`src/rtl/xp_out_sched.sv`:
```
// Output-port scheduler for one XP port: round-robin across requesters, gated by per-VC credits.
// Optional XP_SCHED_CREDIT_CHK_EN enables the sticky credit overflow/underflow flag.
module xp_out_sched #(
    parameter int unsigned NUM_REQ    = 4,
    parameter int unsigned NUM_VC     = 4,
    parameter int unsigned CREDIT_MAX = 8,
    localparam int unsigned SEL_W     = (NUM_REQ > 1) ? $clog2(NUM_REQ) : 1,
    localparam int unsigned CREDIT_COUNT_WIDTH = $clog2(CREDIT_MAX + 1)
) (
    input  logic                          clk,
    input  logic                          rst,
    input  logic [NUM_REQ-1:0]            req_valid,
    input  logic [NUM_REQ*4-1:0]          req_vc,
    output logic [NUM_REQ-1:0]            req_ready,
    output logic                          out_valid,
    input  logic                          out_ready,
    output logic [SEL_W-1:0]              out_sel,
    output logic [3:0]                    out_vc_id,
    input  logic                          credit_return,
    input  logic [3:0]                    credit_return_vc,
    output logic [CREDIT_COUNT_WIDTH-1:0] credit_count,
    output logic                          err_credit_ovf
);

    localparam int unsigned CW = CREDIT_COUNT_WIDTH;

    typedef enum logic {IDLE = 1'b0, HOLD = 1'b1} state_t;

    state_t             state, state_n;
    logic [SEL_W-1:0]   sel_n, rr_ptr, rr_n, sel_inc, base, winner;
    logic [3:0]         vc_id_n, win_vc;
    logic [CW-1:0]      cnt [NUM_VC];
    logic [NUM_VC-1:0]  dec_v, inc_v, vc_ok;
    logic [NUM_REQ-1:0] elig;
    logic [2*NUM_REQ-1:0] rot;
    logic               complete, found;
    int unsigned        off, wsum;

    assign complete  = (state == HOLD) && out_ready;
    assign out_valid = (state == HOLD);

    // Per-VC credit updates; effective credit excludes the VC of a transfer completing now
    always_comb begin
        for (int v = 0; v < int'(NUM_VC); v++) begin
            dec_v[v] = complete && (out_vc_id == 4'(v));
            inc_v[v] = credit_return && (credit_return_vc == 4'(v));
            vc_ok[v] = cnt[v] > (dec_v[v] ? CW'(1) : CW'(0));
        end
    end

    always_comb begin
        elig = '0;
        for (int i = 0; i < int'(NUM_REQ); i++) begin
            for (int v = 0; v < int'(NUM_VC); v++) begin
                if (req_valid[i] && (req_vc[4*i +: 4] == 4'(v)) && vc_ok[v]) begin
                    elig[i] = 1'b1;
                end
            end
        end
    end

    // Round-robin search: rotate so bit 0 is the starting requester, take the first set bit
    always_comb begin
        sel_inc = (32'(out_sel) + 32'd1 >= NUM_REQ) ? '0 : out_sel + SEL_W'(1);
        base    = complete ? sel_inc : rr_ptr;
        rot     = {elig, elig} >> base;
        found   = 1'b0;
        off     = 0;
        for (int k = int'(NUM_REQ) - 1; k >= 0; k--) begin
            if (rot[k]) begin
                found = 1'b1;
                off   = k;
            end
        end
        wsum = 32'(base) + off;
        if (wsum >= NUM_REQ) begin
            wsum = wsum - NUM_REQ;
        end
        winner = SEL_W'(wsum);
        win_vc = '0;
        for (int i = 0; i < int'(NUM_REQ); i++) begin
            if (SEL_W'(i) == winner) begin
                win_vc = req_vc[4*i +: 4];
            end
        end
    end

    always_comb begin
        state_n = state;
        sel_n   = out_sel;
        vc_id_n = out_vc_id;
        rr_n    = rr_ptr;
        case (state)
            IDLE: begin
                if (found) begin
                    state_n = HOLD;
                    sel_n   = winner;
                    vc_id_n = win_vc;
                end
            end
            HOLD: begin
                if (out_ready) begin
                    rr_n = sel_inc;
                    if (found) begin
                        sel_n   = winner;
                        vc_id_n = win_vc;
                    end else begin
                        state_n = IDLE;
                    end
                end
            end
            default: state_n = IDLE;
        endcase
    end

    always_ff @(posedge clk or posedge rst) begin
        if (rst) begin
            state     <= IDLE;
            out_sel   <= '0;
            out_vc_id <= '0;
            rr_ptr    <= '0;
        end else begin
            state     <= state_n;
            out_sel   <= sel_n;
            out_vc_id <= vc_id_n;
            rr_ptr    <= rr_n;
        end
    end

    always_comb begin
        for (int i = 0; i < int'(NUM_REQ); i++) begin
            req_ready[i] = complete && (SEL_W'(i) == out_sel);
        end
    end

    // Saturating counters; simultaneous return and consume cancel out
    always_ff @(posedge clk or posedge rst) begin
        if (rst) begin
            for (int v = 0; v < int'(NUM_VC); v++) begin
                cnt[v] <= CW'(CREDIT_MAX);
            end
        end else begin
            for (int v = 0; v < int'(NUM_VC); v++) begin
                if (inc_v[v] && !dec_v[v] && (cnt[v] != CW'(CREDIT_MAX))) begin
                    cnt[v] <= cnt[v] + CW'(1);
                end else if (dec_v[v] && !inc_v[v] && (cnt[v] != '0)) begin
                    cnt[v] <= cnt[v] - CW'(1);
                end
            end
        end
    end

    always_comb begin
        credit_count = '0;
        for (int v = 0; v < int'(NUM_VC); v++) begin
            if (out_vc_id == 4'(v)) begin
                credit_count = cnt[v];
            end
        end
    end

`ifdef XP_SCHED_CREDIT_CHK_EN
    logic credit_evt;

    always_comb begin
        credit_evt = 1'b0;
        for (int v = 0; v < int'(NUM_VC); v++) begin
            if (inc_v[v] && !dec_v[v] && (cnt[v] == CW'(CREDIT_MAX))) credit_evt = 1'b1;
            if (dec_v[v] && !inc_v[v] && (cnt[v] == '0)) credit_evt = 1'b1;
        end
    end

    always_ff @(posedge clk or posedge rst) begin
        if (rst) begin
            err_credit_ovf <= 1'b0;
        end else if (credit_evt) begin
            err_credit_ovf <= 1'b1;
        end
    end
`else
    assign err_credit_ovf = 1'b0;
`endif

endmodule

```
`config.mk`:
```
export PLATFORM = sky130hd
export DESIGN_NAME = xp_out_sched
export DESIGN_NICKNAME = d
export VERILOG_FILES = /design/src/rtl/xp_out_sched.sv
export SDC_FILE = /design/constraint.sdc
export NUM_CORES = 1
export LEC_CHECK = 0
export BUFFER_PORTS_ARGS = -buffer_cell sky130_fd_sc_hd__buf_4
export CAP_MARGIN = 20
export CORE_MARGIN = 2
export CORE_UTILIZATION = 40
export CTS_CLUSTER_DIAMETER = 120
export DETAILED_ROUTE_END_ITERATION = 10
export PLACE_DENSITY_LB_ADDON = 0.12
export SKIP_LAST_GASP = 1
export SLEW_MARGIN = 20
export SYNTH_ARGS = -nofsm -noshare
export SYNTH_HDL_FRONTEND = slang
export SYNTH_SLANG_ARGS = --single-unit
```
`constraint.sdc`:
```
create_clock -name clk -period 6.9 [get_ports clk]
set_clock_uncertainty 0.1 [all_clocks]
set_input_delay 1.035 -clock clk [delete_from_list [all_inputs] [get_ports clk]]
set_output_delay 1.035 -clock clk [all_outputs]
set_load 0.01 [all_outputs]
```
* Word-level counts from Yosys, hierarchy flattened
Index checks and enable logic that the tools add are counted.
Operators by class: $add $sub $neg 12, order comparisons 6, equality and inequality tests 29, shift-type cells 1, multiplexer cells 56, bitwise logic cells 1, reductions and logical operators 86
Operators with widths (count):
- $mux W32 | 3
- $mux W4 | 18
- $logic_and A1 B1 Y1 | 61
- $eq A4 B2 Y1 const B | 12
- $add A2 B32 Y32 | 1
- $ge A32 B3 Y1 const B | 1
- $mux W1 | 26
- $eq A4 B1 Y1 const B | 6
- $logic_not A4 Y1 | 6
- $add A4 B1 Y4 const B | 4
- $gt A4 B1 Y1 | 4
- $ne A4 B4 Y1 const B | 4
- $reduce_bool A4 Y1 | 4
- $sub A4 B1 Y4 const B | 4
- $mux W2 | 6
- $eq A2 B2 Y1 const A | 4
- $logic_not A1 Y1 | 8
- $pmux W4 S2 | 1
- $reduce_bool A2 Y1 | 4
- $shr A8 B2 Y4 | 1
- $eq A1 B2 Y1 const A | 2
- $logic_not A2 Y1 | 2
- $pmux W2 S2 | 1
- $add A2 B1 Y3 const B | 1
- other kinds (7) | 7
Storage, ports and cells: register bits 25, input port bits 28, output and inout bits 16, word-level logic and storage cells 199

* Longest topological paths before layout
Gate-level depths: netlist (run 1).
word-level depth 25, depth in mapped cells 21, depth with buffers taken out 21

* Worst setup path after synthesis (run 1)
Ideal clock, no wire load.
path type in2reg, from input out_ready, to register out_vc_id[1], arrival time 4.919 ns, path slack 1.787 ns, cell stages on the path 21, buffers on the path 0, cells stage by stage nand2_1 -> nor3_1 -> nand2_1 -> or2_2 -> inv_1 -> ha_1 -> or2_1 -> and2_1 -> a2111oi_0 -> or2_2 -> nor2_1 -> nor2_1 -> a21oi_1 -> o22ai_1 -> mux2_2 -> ha_1 -> clkinv_1 -> or3_1 -> and2_1 -> o21a_1 -> a211oi_1
On the way: cells in the longest elaborated chain, start to end 25
Ends and longest elaborated chain:
- start: declaration | RTL line 16 | input logic out_ready,
- $logic_and A1 B1 Y1 | RTL line 39 | assign complete = (state == HOLD) && out_ready;
- $logic_and A1 B1 Y1 | RTL line 45 | dec_v[v] = complete && (out_vc_id == 4'(v));
- $mux W1 | RTL line 47 | vc_ok[v] = cnt[v] > (dec_v[v] ? CW'(1) : CW'(0));
- $gt A4 B1 Y1 | RTL line 47
- $logic_and A1 B1 Y1 | RTL line 55 | if (req_valid[i] && (req_vc[4*i +: 4] == 4'(v)) && vc_ok[v]) begin
- $mux W1 (4 in series) | RTL line 55
- $shr A8 B2 Y4 | RTL line 66 | rot = {elig, elig} >> base;
- $mux W2 | RTL line 70 | if (rot[k]) begin
- $mux W32 (3 in series) | RTL line 70
- $add A2 B32 Y32 | RTL line 75 | wsum = 32'(base) + off;
- $ge A32 B3 Y1 / $sub A2 B1 Y2 (equally long branches) | RTL line 76, 77
- $mux W2 | RTL line 76 | if (wsum >= NUM_REQ) begin
- $logic_not A2 Y1 | RTL line 82 | if (SEL_W'(i) == winner) begin
- $mux W4 (4 in series) | RTL line 82
- $mux W4 | RTL line 95, 104
- $mux W4 | RTL line 102 | if (out_ready) begin
- $pmux W4 S2 | RTL line 93 | case (state)
- end signal: assignment | RTL line 125 | out_vc_id <= vc_id_n;
- end: declaration | RTL line 18 | output logic [3:0] out_vc_id,
Several ways; a longest one is shown, not always the timed one. The select of a mux whose other input is x is not followed. A chain may end at the register's enable or synchronous reset.

* Worst setup path in the final report (run 1)
from input out_ready, to register out_vc_id[0]
On the way: cells in the longest elaborated chain, start to end 25
Ends and longest elaborated chain:
- $logic_and A1 B1 Y1 * | RTL line 39
- $logic_and A1 B1 Y1 | RTL line 45
- $mux W1 | RTL line 47
- $gt A4 B1 Y1 | RTL line 47
- $logic_and A1 B1 Y1 | RTL line 55
- $mux W1 (4 in series) | RTL line 55
- $shr A8 B2 Y4 | RTL line 66
- $mux W2 | RTL line 70
- [... 5 more ...]
- $mux W2 * | RTL line 76
- via wsum[0] | RTL line 37 | int unsigned off, wsum;
- $logic_not A2 Y1 | RTL line 82
- $mux W4 (3 in series) | RTL line 82
- $mux W4 * | RTL line 82
- $mux W4 * | RTL line 95, 104
- $mux W4 | RTL line 102
- $pmux W4 S2 * | RTL line 93
The timed path passes the listed nets; every way through them passes the cells marked *. The select of a mux whose other input is x is not followed.

==> results of run 1 <==
==> cells in the mapped netlist (4+ instances only) <==
cell / count
or3_1: 4
a21o_1: 9
clkbuf_1: 5
mux2_2: 5
a211oi_1: 6
inv_1: 14
mux4_2: 4
ha_1: 17
and2_1: 5
dfrtp_1: 21
dfstp_2: 4
nor3b_1: 6
a211o_1: 4
mux2i_1: 5
nand2_1: 18
nor4_1: 5
xnor2_1: 8
a21oi_1: 15
o21ai_0: 8
and3_1: 6
nor2_1: 20
nor3_1: 21
fa_1: 4
a2111oi_0: 5
==> worst max path at each step <==
stage | slack, ps | endpoint | cells past startpoint
2_1_floorplan | 1790 | out_vc_id[1]$_DFFE_PP0P_ | 21
3_3_place_gp | 970 | out_vc_id[2]$_DFFE_PP0P_ | 20
3_5_place_dp | 940 | out_vc_id[0]$_DFFE_PP0P_ | 18
4_1_cts | 1190 | out_vc_id[0]$_DFFE_PP0P_ | 18
5_1_grt | 490 | out_vc_id[3]$_DFFE_PP0P_ | 20
6_report | 1110 | out_vc_id[0]$_DFFE_PP0P_ | 18
==> cell type report <==
type | instances | area share, %
flip-flops and latches | 25 | 21.54
inverters | 15 | 1.923
clock buffers | 4 | 1.538
well taps | 75 | 3.205
multi-input cells | 233 | 60.09
repair buffers | 43 | 11.71
==> report_power, final <==
group          switching, mW  internal [mW]
Sequential             0.148          0.227
Clock                 0.0488         0.0413
Combinational          0.332          0.323
==> sequential cells by signal, summed over array words and instances (netlist names) <==
register	cells
cnt	16
out_vc_id	4
out_sel	2
rr_ptr	2
out_valid	1
==> routing by layer <==
metal,routed length [microns],vias up
met3,295,4
met4,44,0
li1,-,1156
met5,0,-
met2,2958,65
met1,3152,1074
==> per-stage QoR <==
stage / power, mW / hold slack (ps) / util [%]
2_1_floorplan: 0.8223 / 407.6 / -
3_3_place_gp: 1.021 / 433.8 / 47.94
3_5_place_dp: 1.026 / 431.3 / 47.94
4_1_cts: 1.124 / 445.7 / 48.70
5_1_grt: 1.224 / 480.5 / 49.16
6_report: 1.120 / 442.2 / 49.16
==> critical path: stages <==
cell	delay (ps)
buf_4	100
nand2_1	110
nor3_1	390
nor3b_1	700
ha_1	360
o21bai_1	190
nor4_1	70
a2111oi_0	590
or2_2	250
nand2b_1	130
a21oi_1	60
o21bai_1	140
mux2_2	270
ha_1	560
inv_1	260
a311o_1	330
a211oi_1	230
a211oi_1	70
==> cells by family after synthesis <==
logic type	Yosys count	synth area share (%)
buffers and inverters	23	3.972
and+or+nand+nor	110	24.08
xor gates and xnor gates	9	3.469
adders and majority gates	21	11.76
AOI/OAI and AO/OA	78	23.33
other	1	0.1507
DFF	25	25.34
muxes	14	7.893
==> out/results.tsv, run 1 <==
metric	value	unit
avgRoutedWirePerCell	16.33	microns
avgViaCountPerCell	5.820	
cts_tree	built	
crit_required	6950	ps
fin_ws	1111	ps
grt_max_degree	26	
hpwl	5.071	mm
yosysTopAreaCell	dfrtp_1	
critPathLaunchType	input pin	
clk_latency	270	ps
final_common_cell	buf_4	
port_buffers	42	
cts_num_sinks	25	
tightestPinTransition	771.6	ps
syn_avg_cell_area	8.856	sq um
synth_seq_cells	25	
p_per_area	382.5	nW/um^2
final_cells	395	
met2_usage	30.21	%
cts_setup_buffers	0	
insertedDiodeCount	0	
grt_antenna_before_repair	0	
hp-start	cnt[11]$_DFFE_PP1P_	
num_rows	28	
ys_seq_area_share	25.34	%
start_util	41.79	%
ant_nets	0	
die_h	82.88	microns
clk_path_buf_depth	2	
r2r_end	out_vc_id[0]$_DFFE_PP0P_	
grt_pass1_wl	11.01	mm
die_x	82.88	microns
power.leakage	1.222	nW
grt_pass1_vias	2250	
synth_cell_types	60	
slew_headroom	48.45	%
drc	0	
hold_path.class	reg2reg	
cts_resized	0	
routabilityCongestion	0.9118	
drive_gt1_share	21.25	%
synthFlopType	dfrtp_1	
grt_use_met1	27.53	%
ios	44	
finalSetupTns	0	ps
hold_buffers	0	
pre_cts_ws	936.7	ps
synth_nets	330	
yosysWarnings	0	
r2r_cells	17	
synth_cells	281	
status	completed	
wirelength	6.451	mm
placed_area	2855	sq um
area_growth	17.65	%
track_usage	19.02	%
synth_top_area_share	21.12	%
end_kind	flop	
drtPass1Iterations	4	
htree_levels	1	
crit_fanout	12	
fillerInstances	591	
clock.fmax	172.7	MHz
synth_area_leaders	dfrtp_1 21%, ha_1 8.5%, dfstp_2 4.2%	
cts-root-buf	clkbuf_8	
layout_common_cells	42 x buf_4, 21 x nor3_1, 21 x dfrtp_1	
hold_violations	0	
clk_pin_slew_worst_paths	90	ps
holdPathStages	2	
dieArea	6868	sq um
maxSlewViolCount	0	
finalCritPeriodShare	83.90	%
dp.cells	390	
r2r_slack	1510	ps
seqCellArea	630.6	sq um
final_area	2928	sq um
critPathKind	in2reg	
hold_end	cnt[11]$_DFFE_PP1P_	
fin_nets	370	
async_reset_ff_share	100.0	%
multi_input_area	1759	sq um
finalSetupViolations	0	
grt_remaining_overflow	0	
core-area	5956	sq um
ir_drop	0.0001797	V
cap_violations	0	
cts_buffers	3	
synth_edf_count	0	
timing.rr.start	out_valid$_DFF_PP0_	
grt_use_met3	2.783	%
finalCriticalPeriod	5789	ps
arrival	5840	ps
critPathLaunch	out_ready	
first_iter_violations	121	
rsz0062_at_grt	false	
syn_area	2489	sq um
via_count	2299	
grt-busiest-layer	met2	
Note: power is estimated with default switching activity, not from simulation.
==> run 2, diff against run 1 <==
--- a/config.mk
+++ b/config.mk
@@ -5,6 +5,7 @@
 export SDC_FILE = /design/constraint.sdc
 export NUM_CORES = 1
 export LEC_CHECK = 0
+export ABC_AREA = 1
 export BUFFER_PORTS_ARGS = -buffer_cell sky130_fd_sc_hd__buf_4
 export CAP_MARGIN = 20
 export CORE_MARGIN = 2
==> constraint.sdc (replaced) <==
create_clock -name clk -period 5.38 [get_ports clk]
set_clock_uncertainty 0.1 [all_clocks]
set_input_delay 0.807 -clock clk [delete_from_list [all_inputs] [get_ports clk]]
set_output_delay 0.807 -clock clk [all_outputs]
set_load 0.01 [all_outputs]
==> out/results.tsv, run 2 <==
metric	value	unit	change
status	completed		
hold_violations	0		unchanged
start_util	41.30	%	-0.49 points
die_h	84.74	microns	+2.3%
synth_area_leaders	dfrtp_1 20%, nand2_1 12%, inv_1 9.6%		
fin_nets	477		+29%
clk_path_buf_depth	2		unchanged
hpwl	5.053	mm	-0.36%
area_growth	16.79	%	
p_switching	1.034	mW	+96%
port_buffers	42		unchanged
synth_top_area_share	20.15	%	-0.96 points
critPathKind	reg2reg		
yosysTopAreaCell	dfrtp_1		
crit_fanout	6		-6
finalCoreUtilization	48.24	%	-0.92 points
first_iter_violations	118		-2.5%
fillerInstances	650		+10%
avgRoutedWirePerCell	12.21	microns	-25%
finalCritPeriodShare	70.94	%	
syn_area	2608	sq um	+4.8%
cap_violations	0		unchanged
avgViaCountPerCell	4.812		-17%
track_usage	17.86	%	-1.2 points
drc	0		unchanged
finalSetupTns	0	ps	unchanged
power.leakage	1.592	nW	+30%
hold_path.class	reg2reg		
via_count	2425		+5.5%
grt_pass1_vias	2217		-1.5%
synthFlopType	dfrtp_1		
core-area	6314	sq um	+6.0%
critPathLaunchType	flop		
r2r_end	out_vc_id[0]$_DFFE_PP0P_		
cts_num_sinks	25		unchanged
synth_nets	433		+31%
wirelength	6.153	mm	-4.6%
finalCriticalPeriod	3816	ps	
r2r_slack	1560	ps	+50 ps
ir_drop	0.0004585	V	+160%
grt_antenna_before_repair	0		unchanged
hold_end	cnt[3]$_DFFE_PP1P_		
p_per_area	626.3	nW/um^2	+64%
routabilityCongestion	0.7983		-12%
num_rows	29		+3.6%
end_kind	flop		
p_clk_share	6.4	%	-1.6 points
top_register	cnt		
p_int	0.8736	mW	+48%
synth_cell_types	39		-35%
ios	44		unchanged
clk_pin_slew_worst_paths	100	ps	about the same
rsz0062_at_grt	false		
holdPathStages	2		unchanged
dieArea	7181	sq um	+4.6%
slew_headroom	60.71	%	+12 points
cts_tree	built		
insertedDiodeCount	0		unchanged
clk_latency	280	ps	about the same
grt_remaining_overflow	0		unchanged
async_reset_ff_share	100.0	%	unchanged
hp-start	cnt[3]$_DFFE_PP1P_		
arrival	3890	ps	-1950 ps
r2r_cells	26		+9
seqPwrFrac	21.9	%	-12 points
hold_buffers	0		unchanged
grt_max_degree	26		unchanged
syn_avg_cell_area	6.790	sq um	-23%
die_x	84.74	microns	+2.3%
synthTopCellsByCount	85 x nand2_1, 67 x inv_1, 54 x nor2_1		
synth_most_common_cell	nand2_1		
drtPass1Iterations	5		+1
synth_edf_count	0		unchanged
finalSetupViolations	0		unchanged
synth_seq_cells	25		unchanged
crit_required	5460	ps	-1490 ps
reg_top3	cnt: 16 flops, out_vc_id: 4 flops		
ys_seq_area_share	24.18	%	-1.2 points
synth_cells	384		+37%
clock.fmax	262.0	MHz	
drive_gt1_share	20.61	%	-0.64 points
layout_common_cells	85 x nand2_1, 66 x inv_1, 54 x nor2_1		
largest_register_ffs	16		unchanged
maxSlewViolCount	0		unchanged
yosysWarnings	0		unchanged
final_common_cell	nand2_1		
htree_levels	1		unchanged
cts_buffers	3		unchanged
sw_frac_of_total	54.20	%	+7.0 points
combPwrFrac	71.7	%	+13 points
timing.rr.start	out_vc_id[2]$_DFFE_PP0P_		
cts-root-buf	clkbuf_8		
tightestPinTransition	584.0	ps	-187.7 ps
cts_setup_buffers	0		unchanged
ant_nets	0		unchanged
cts_resized	0		unchanged
grt_pass1_wl	10.52	mm	-4.5%
-- run 2: changes by cell type after synthesis, moves of 6 or more --
cell / delta
nand3_1: +26
nand2_2: +10
inv_1: +53
nor3_1: -18
a21o_1: -9
xnor2_1: -6
and3_1: -6
nand3_2: +6
a21oi_1: -9
o21ai_0: +10
nand2_1: +67
nor2_1: +34
xor2_1: +11
nor3b_1: -6
-- run 2: how the worst max path moves through the flow --
stage               cells after the start                  endpoint  slack (ps)                startpoint
floorplan                              26  out_vc_id[0]$_DFFE_PP0P_        1880                 out_ready
global placement                       25  out_vc_id[0]$_DFFE_PP0P_        1400                 out_ready
detailed placement                     25  out_vc_id[0]$_DFFE_PP0P_        1350                 out_ready
CTS                                    26  out_vc_id[0]$_DFFE_PP0P_        1590  out_vc_id[2]$_DFFE_PP0P_
global route                           29  out_vc_id[0]$_DFFE_PP0P_        1190  out_vc_id[2]$_DFFE_PP0P_
finish                                 26  out_vc_id[0]$_DFFE_PP0P_        1560  out_vc_id[2]$_DFFE_PP0P_
-- run 2: layout make-up --
type                    instances  area, sq um  share of cell area (%)
clock inverters                 1        7.507                  0.2465
well taps                      77        96.34                   3.164
multi-input cells             286         1682                   55.22
repair buffers                 42        315.3                   10.35
clock buffers                   3        41.29                   1.356
inverters                      70        272.8                   8.956
flip-flops and latches         25        630.6                   20.71
-- run 2: routing by layer --
layer	GRT usage, %	up-vias	wire length (microns)
li1	-	1295	-
met1	26.56	1071	3012
met2	27.77	51	2792
met3	3.441	8	296
met4	2.165	0	52
met5	0	-	0
-- run 2: metrics by stage --
step                      total power, mW  worst slack, ps  instances  instance area, sq um  hold WS (ps)
after floorplan                     1.449             1875        384                  2608         390.9
after global placement              1.770             1401        500                  2997         409.3
after detailed placement            1.782             1354        500                  2997         413.4
after CTS                           1.912             1590        504                  3045         428.7
after global routing                2.122             1189        504                  3045         452.7
final                               1.907             1564        504                  3045         425.2
-- run 2: cells by family (layout without fill, tap and decap cells) --
family / Yosys count / count (layout) / share of synthesized area (%)
AO/OA/AOI/OAI: 41 / 41 / 10.08
XOR/XNOR: 13 / 13 / 4.367
adder cells (fa/ha/maj): 21 / 21 / 11.23
buffers and inverters: 73 / 116 / 11.32
flip-flops: 25 / 25 / 24.18
multiplexers: 1 / 1 / 0.4318
other: 1 / 1 / 0.1438
AND/OR/NAND/NOR: 209 / 209 / 38.24
-- run 2: critical path, stage by stage, from the launching register on --
cell and delay (ps):
dfrtp_1 430, nor2_1 110, inv_1 70, nor3_1 210
inv_1 140, nor2_1 200, ha_1 180, inv_1 40
nand2_1 60, nand3_2 120, nand2_1 100, nand2_1 70
nor2_2 180, nand2_2 70, nand3_1 100, nand2_2 100
a31oi_1 200, nor2_1 70, ha_1 190, xnor2_1 290
inv_1 120, nand2_4 130, nand3_2 100, nor2_1 140
nor2_1 50, nand2_1 90, nand2_1 50
-- run 2: power by group through the flow --
| stage | registers, mW | clock network, mW | logic, mW |
|---|---|---|---|
| after CTS | 0.420 | 0.127 | 1.36 |
| after global placement | 0.421 | 0 | 1.35 |
| after floorplan | 0.402 | 0 | 1.05 |
| final | 0.418 | 0.122 | 1.37 |
| after detailed placement | 0.421 | 0 | 1.36 |
| after global routing | 0.438 | 0.135 | 1.55 |
